$ cat config.mk
export PLATFORM = sky130hd
export DESIGN_NAME = mux8_rr_sched
export DESIGN_NICKNAME = d
export VERILOG_FILES = /design/src/rtl/mux8_rr_sched.sv
export SDC_FILE = /design/constraint.sdc
export NUM_CORES = 1
export LEC_CHECK = 0
export BUFFER_PORTS_ARGS = -buffer_cell sky130_fd_sc_hd__buf_4
export CORE_MARGIN = 2
export CORE_UTILIZATION = 25
export DETAILED_ROUTE_END_ITERATION = 6
export GPL_TIMING_DRIVEN = 0
export HOLD_SLACK_MARGIN = 0.1
export PLACE_DENSITY = 0.51
export SYNTH_ARGS = -nofsm -noshare
export SYNTH_HDL_FRONTEND = slang
export SYNTH_SLANG_ARGS = --single-unit
$ cat constraint.sdc
create_clock -name clk -period 8.21 [get_ports clk]
set_input_delay 0.821 -clock clk [delete_from_list [all_inputs] [get_ports clk]]
set_output_delay 0.821 -clock clk [all_outputs]
set_load 0.02 [all_outputs]
$ cat src/rtl/mux8_rr_sched.sv
// Round-robin scheduler for a shared 8:1 bit-select mux: arbitrates req,
// holds each grant for at most MAX_HOLD cycles and drives the registered select.
module mux8_rr_sched #(
  parameter int MAX_HOLD = 4,
  parameter int CNT_W    = 8
) (
  input  logic       clk,
  input  logic       rst,
  input  logic [7:0] req,
  input  logic [7:0] i,
  output logic [7:0] gnt,
  output logic [2:0] s,
  output logic       valid,
  output logic       out
);

  typedef enum logic {IDLE, GRANT} state_t;

  state_t           state, state_n;
  logic [2:0]       ptr, ptr_n, s_n;
  logic [7:0]       gnt_n;
  logic [CNT_W-1:0] cnt, cnt_n;
  logic             rel, arb, found;
  logic [2:0]       base, win;

  // First set bit of r at or above b, wrapping 7->0; returns {found, index}.
  function automatic logic [3:0] rr_pick(input logic [7:0] r, input logic [2:0] b);
    logic [3:0] res;
    logic [2:0] idx;
    res = '0;
    for (int k = 7; k >= 0; k--) begin
      idx = b + 3'(k);
      if (r[idx]) res = {1'b1, idx};
    end
    return res;
  endfunction

  always_comb begin
    // NOTE: every output of this block gets a default first so no path leaves a
    // variable unassigned, which would otherwise infer a latch.
    state_n = state;
    ptr_n   = ptr;
    s_n     = s;
    gnt_n   = gnt;
    cnt_n   = cnt;

    rel = (state == GRANT) && (!req[s] || (cnt == CNT_W'(MAX_HOLD - 1)));
    arb = (state == IDLE) || rel;
    base = (state == IDLE) ? ptr : s + 3'd1;
    {found, win} = rr_pick(req, base);

    if (rel) ptr_n = s + 3'd1;

    if (arb) begin
      if (found) begin
        state_n = GRANT;
        s_n     = win;
        gnt_n   = 8'h01 << win;
        cnt_n   = '0;
      end else begin
        // s keeps its last value while idle; valid and gnt mask it off.
        state_n = IDLE;
        gnt_n   = '0;
        cnt_n   = '0;
      end
    end else begin
      cnt_n = cnt + CNT_W'(1);
    end
  end

  // NOTE: sequential state uses non-blocking assignments so every flop samples
  // the pre-edge values regardless of statement order.
  always_ff @(posedge clk) begin
    if (rst) begin
      state <= IDLE;
      ptr   <= '0;
      s     <= '0;
      gnt   <= '0;
      cnt   <= '0;
    end else begin
      state <= state_n;
      ptr   <= ptr_n;
      s     <= s_n;
      gnt   <= gnt_n;
      cnt   <= cnt_n;
    end
  end

  assign valid = (state == GRANT);
  assign out   = valid & i[s];

endmodule

==> run metrics <==
synth unique cells=57; WL final=roughly 5800 um; # hold bufs at CTS=0; GPL Wtd Cong=0.882; drt pass-1 iters=4; final count of pins violating max slew=0; DP Wirelength=4560 um; LEAKAGE=0.000999 uW; CP endpoint kind=register; Final nets=about 310; hold crit path type=reg -> reg; TritonCTS Sinks=23; Rows=33; Flop pwr share=a little under a fifth; Req. time, crit path=8.37 ns; Total GRT Usage=13.1%; post-route minimum period=between 3 and 4 ns; period utilization=a little under half; maxcap violations=0; Post-Syn Area=approximately 2100 um^2; Peak Freq=around 260 MHz; number of global-route vias before repair=1992; Post-synth EDFFs=0; Resized cells post-CTS=0; Slew @ Worst Pin=~0.63 ns; Slew headroom=between 50% and 60%; remaining global-route overflow=0; CP arrival=about 4.0 ns; synth cell count leaders=dfxtp_1 (23), nor2_1 (22), mux2i_1 (20), nand2_1 (19), nand3_1 (17); Initial Util=25.5%; final setup vio count=0; CTS tree=yes; cell internal pwr=approximately 440 uW; H-tree depth=1; Synth Flop Type=dfxtp_1; clk root buf=clkbuf_8; ant diodes=0; drc violations=0; Port-buffer cells=29; Comb power frac=73.0%; setup_tns=0 ns; clock share of power=under 10%; via count=2029; initial antenna violation count=0; post-synth top area share=between 20% and 30%; die area=a little over 9000 um^2; Area contributors post-synth=dfxtp_1 (22%), mux2i_1 (9.6%), mux4_2 (4.3%), nand3_1 (4.1%), nor2_1 (4.0%); share of cells above drive strength 1=between 20% and 30%; Syn Nets=between 200 and 300; DRC marker count from the first detailed-route iteration=143; pin count of the biggest net entering global routing=14; first-pass GRT wire length=between 9000 and 10000 um; count leader, synth=dfxtp_1; ANT nets after route=0; Clock Latency Late Sink=0.26 ns; dpl ws=4.33 ns; Synth Register Bits=23; CP Launch Type=register; Die W=between 90 and 100 um; Crit Path Max Fanout=10; post-synthesis area per instance=about 8.2 um^2; Fin. Hold Viols=0; kind of critical path=reg -> reg; chip height=roughly 95 um; RSZ-0062 raised after global routing=false; vias per inst=between 5 and 6; biggest area consumer among synthesized cells=dfxtp_1; Post-synth ARST share=0%; Ys Warns=0; per-cell routed wire length=around 15 um; final clock skew=0.00269 ns; Area growth syn-to-layout=19.0%; Max clock buf depth=2; I/O Pins=31; post-synthesis sequential area ratio=between 20% and 30%; Max VDD drop=approximately 75 uV; Sw Ratio=between 40% and 50%; Setup Fix Bufs, Post-CTS=0; Reg clk slew, reported paths=0.09 ns; status=complete, no violations; P_sw=426 uW; P per Cell Area=351 nW/um^2; Core ar.=around 8100 um^2; Final WS setup=about 4.4 ns; Synth Instances=around 250; Inserted Clock Buffers=3
[per-layer routing]
metal	part of all wire, %	track usage [%]	vias to the layer above
met2	48	23.6	50
met3	3.8	1.58	6
li1	-	-	1009
met4	1.2	2.54	0
met1	46	16.9	964
met5	0	0	-
[final timing paths]
| path | start | slack [ns] | cells after the start | endpoint |
|---|---|---|---|---|
| hold / removal | gnt[4]$_SDFFE_PP0P_ | 0.46 | 2 | gnt[4]$_SDFFE_PP0P_ |
| setup / recovery | s[1]$_SDFFE_PP0P_ | 4.35 | 13 | gnt[2]$_SDFFE_PP0P_ |
| setup reg to reg | s[1]$_SDFFE_PP0P_ | 4.35 | 13 | gnt[2]$_SDFFE_PP0P_ |
| hold reg to reg | gnt[4]$_SDFFE_PP0P_ | 0.46 | 2 | gnt[4]$_SDFFE_PP0P_ |
[cell usage in the layout (no fill, tap or decap), types with 5 or more instances in the layout]
cell	count
and3_1	5
mux2i_1	20
nand3_1	17
and2_1	13
dfxtp_1	23
xor2_1	6
nand2_1	19
a21oi_1	13
nor3_1	7
buf_4	30
nor2_1	22
buf_2	5
o21ai_0	11
[cell families (layout without fill, tap and decap cells)]
group / after synthesis / count (layout) / share of synthesized area, %
AND/OR/NAND/NOR: 99 / 99 / 24.1
multiplexers: 31 / 31 / 18.3
AO/OA/AOI/OAI: 71 / 71 / 24.9
XOR/XNOR: 11 / 11 / 5.36
flip-flops: 23 / 23 / 22.2
buffers and inverters: 13 / 46 / 2.83
adder cells (fa/ha/maj): 4 / 4 / 2.41
[state kept, by name, indices dropped and copies added, names as in the netlist]
name / flops
valid: 1
gnt: 8
s: 3
cnt: 8
ptr: 3
[area by class of cell]
class / count / area [um^2]
fill: 885 / 5660
multi-input combinational: 216 / 1560
sequential: 23 / 460
timing repair buffer: 29 / 218
tap: 105 / 131
buffer: 10 / 47.5
clock buffer: 3 / 41.3
inverter: 3 / 11.3
clock inverter: 1 / 5.00
[power by group through the flow]
stage	sequential [uW]	clock, uW	combinational (uW)
5_1_grt	167	77.9	705
3_3_place_gp	165	0	631
2_1_floorplan	181	0	458
3_5_place_dp	165	0	633
6_report	162	71.9	634
4_1_cts	163	74.0	636
[critical path: stages, from the launching register on]
cell      delay [ns]
dfxtp_1         0.58
ha_1            0.36
mux2_2          0.39
inv_1           0.16
buf_2           0.24
ha_1            0.24
a211oi_1        0.10
nor2_1          0.34
mux2i_1         0.28
mux2i_1         0.15
o311ai_2        0.26
o21ai_2         0.11
mux2_4          0.35
a22o_1          0.19
[stage by stage]
stage                     hold slack (ns)  utilization, %  instances  area (um^2)  power (uW)
final                               0.458            30.4        390         2470         868
after detailed placement            0.453            29.8        386         2430         799
after CTS                           0.466            30.4        390         2470         873
after floorplan                     0.437               -        252         2080         639
after global placement              0.444            29.8        386         2430         796
after global routing                0.483            30.4        390         2470         950
Note: power is estimated with default switching activity, not from simulation.
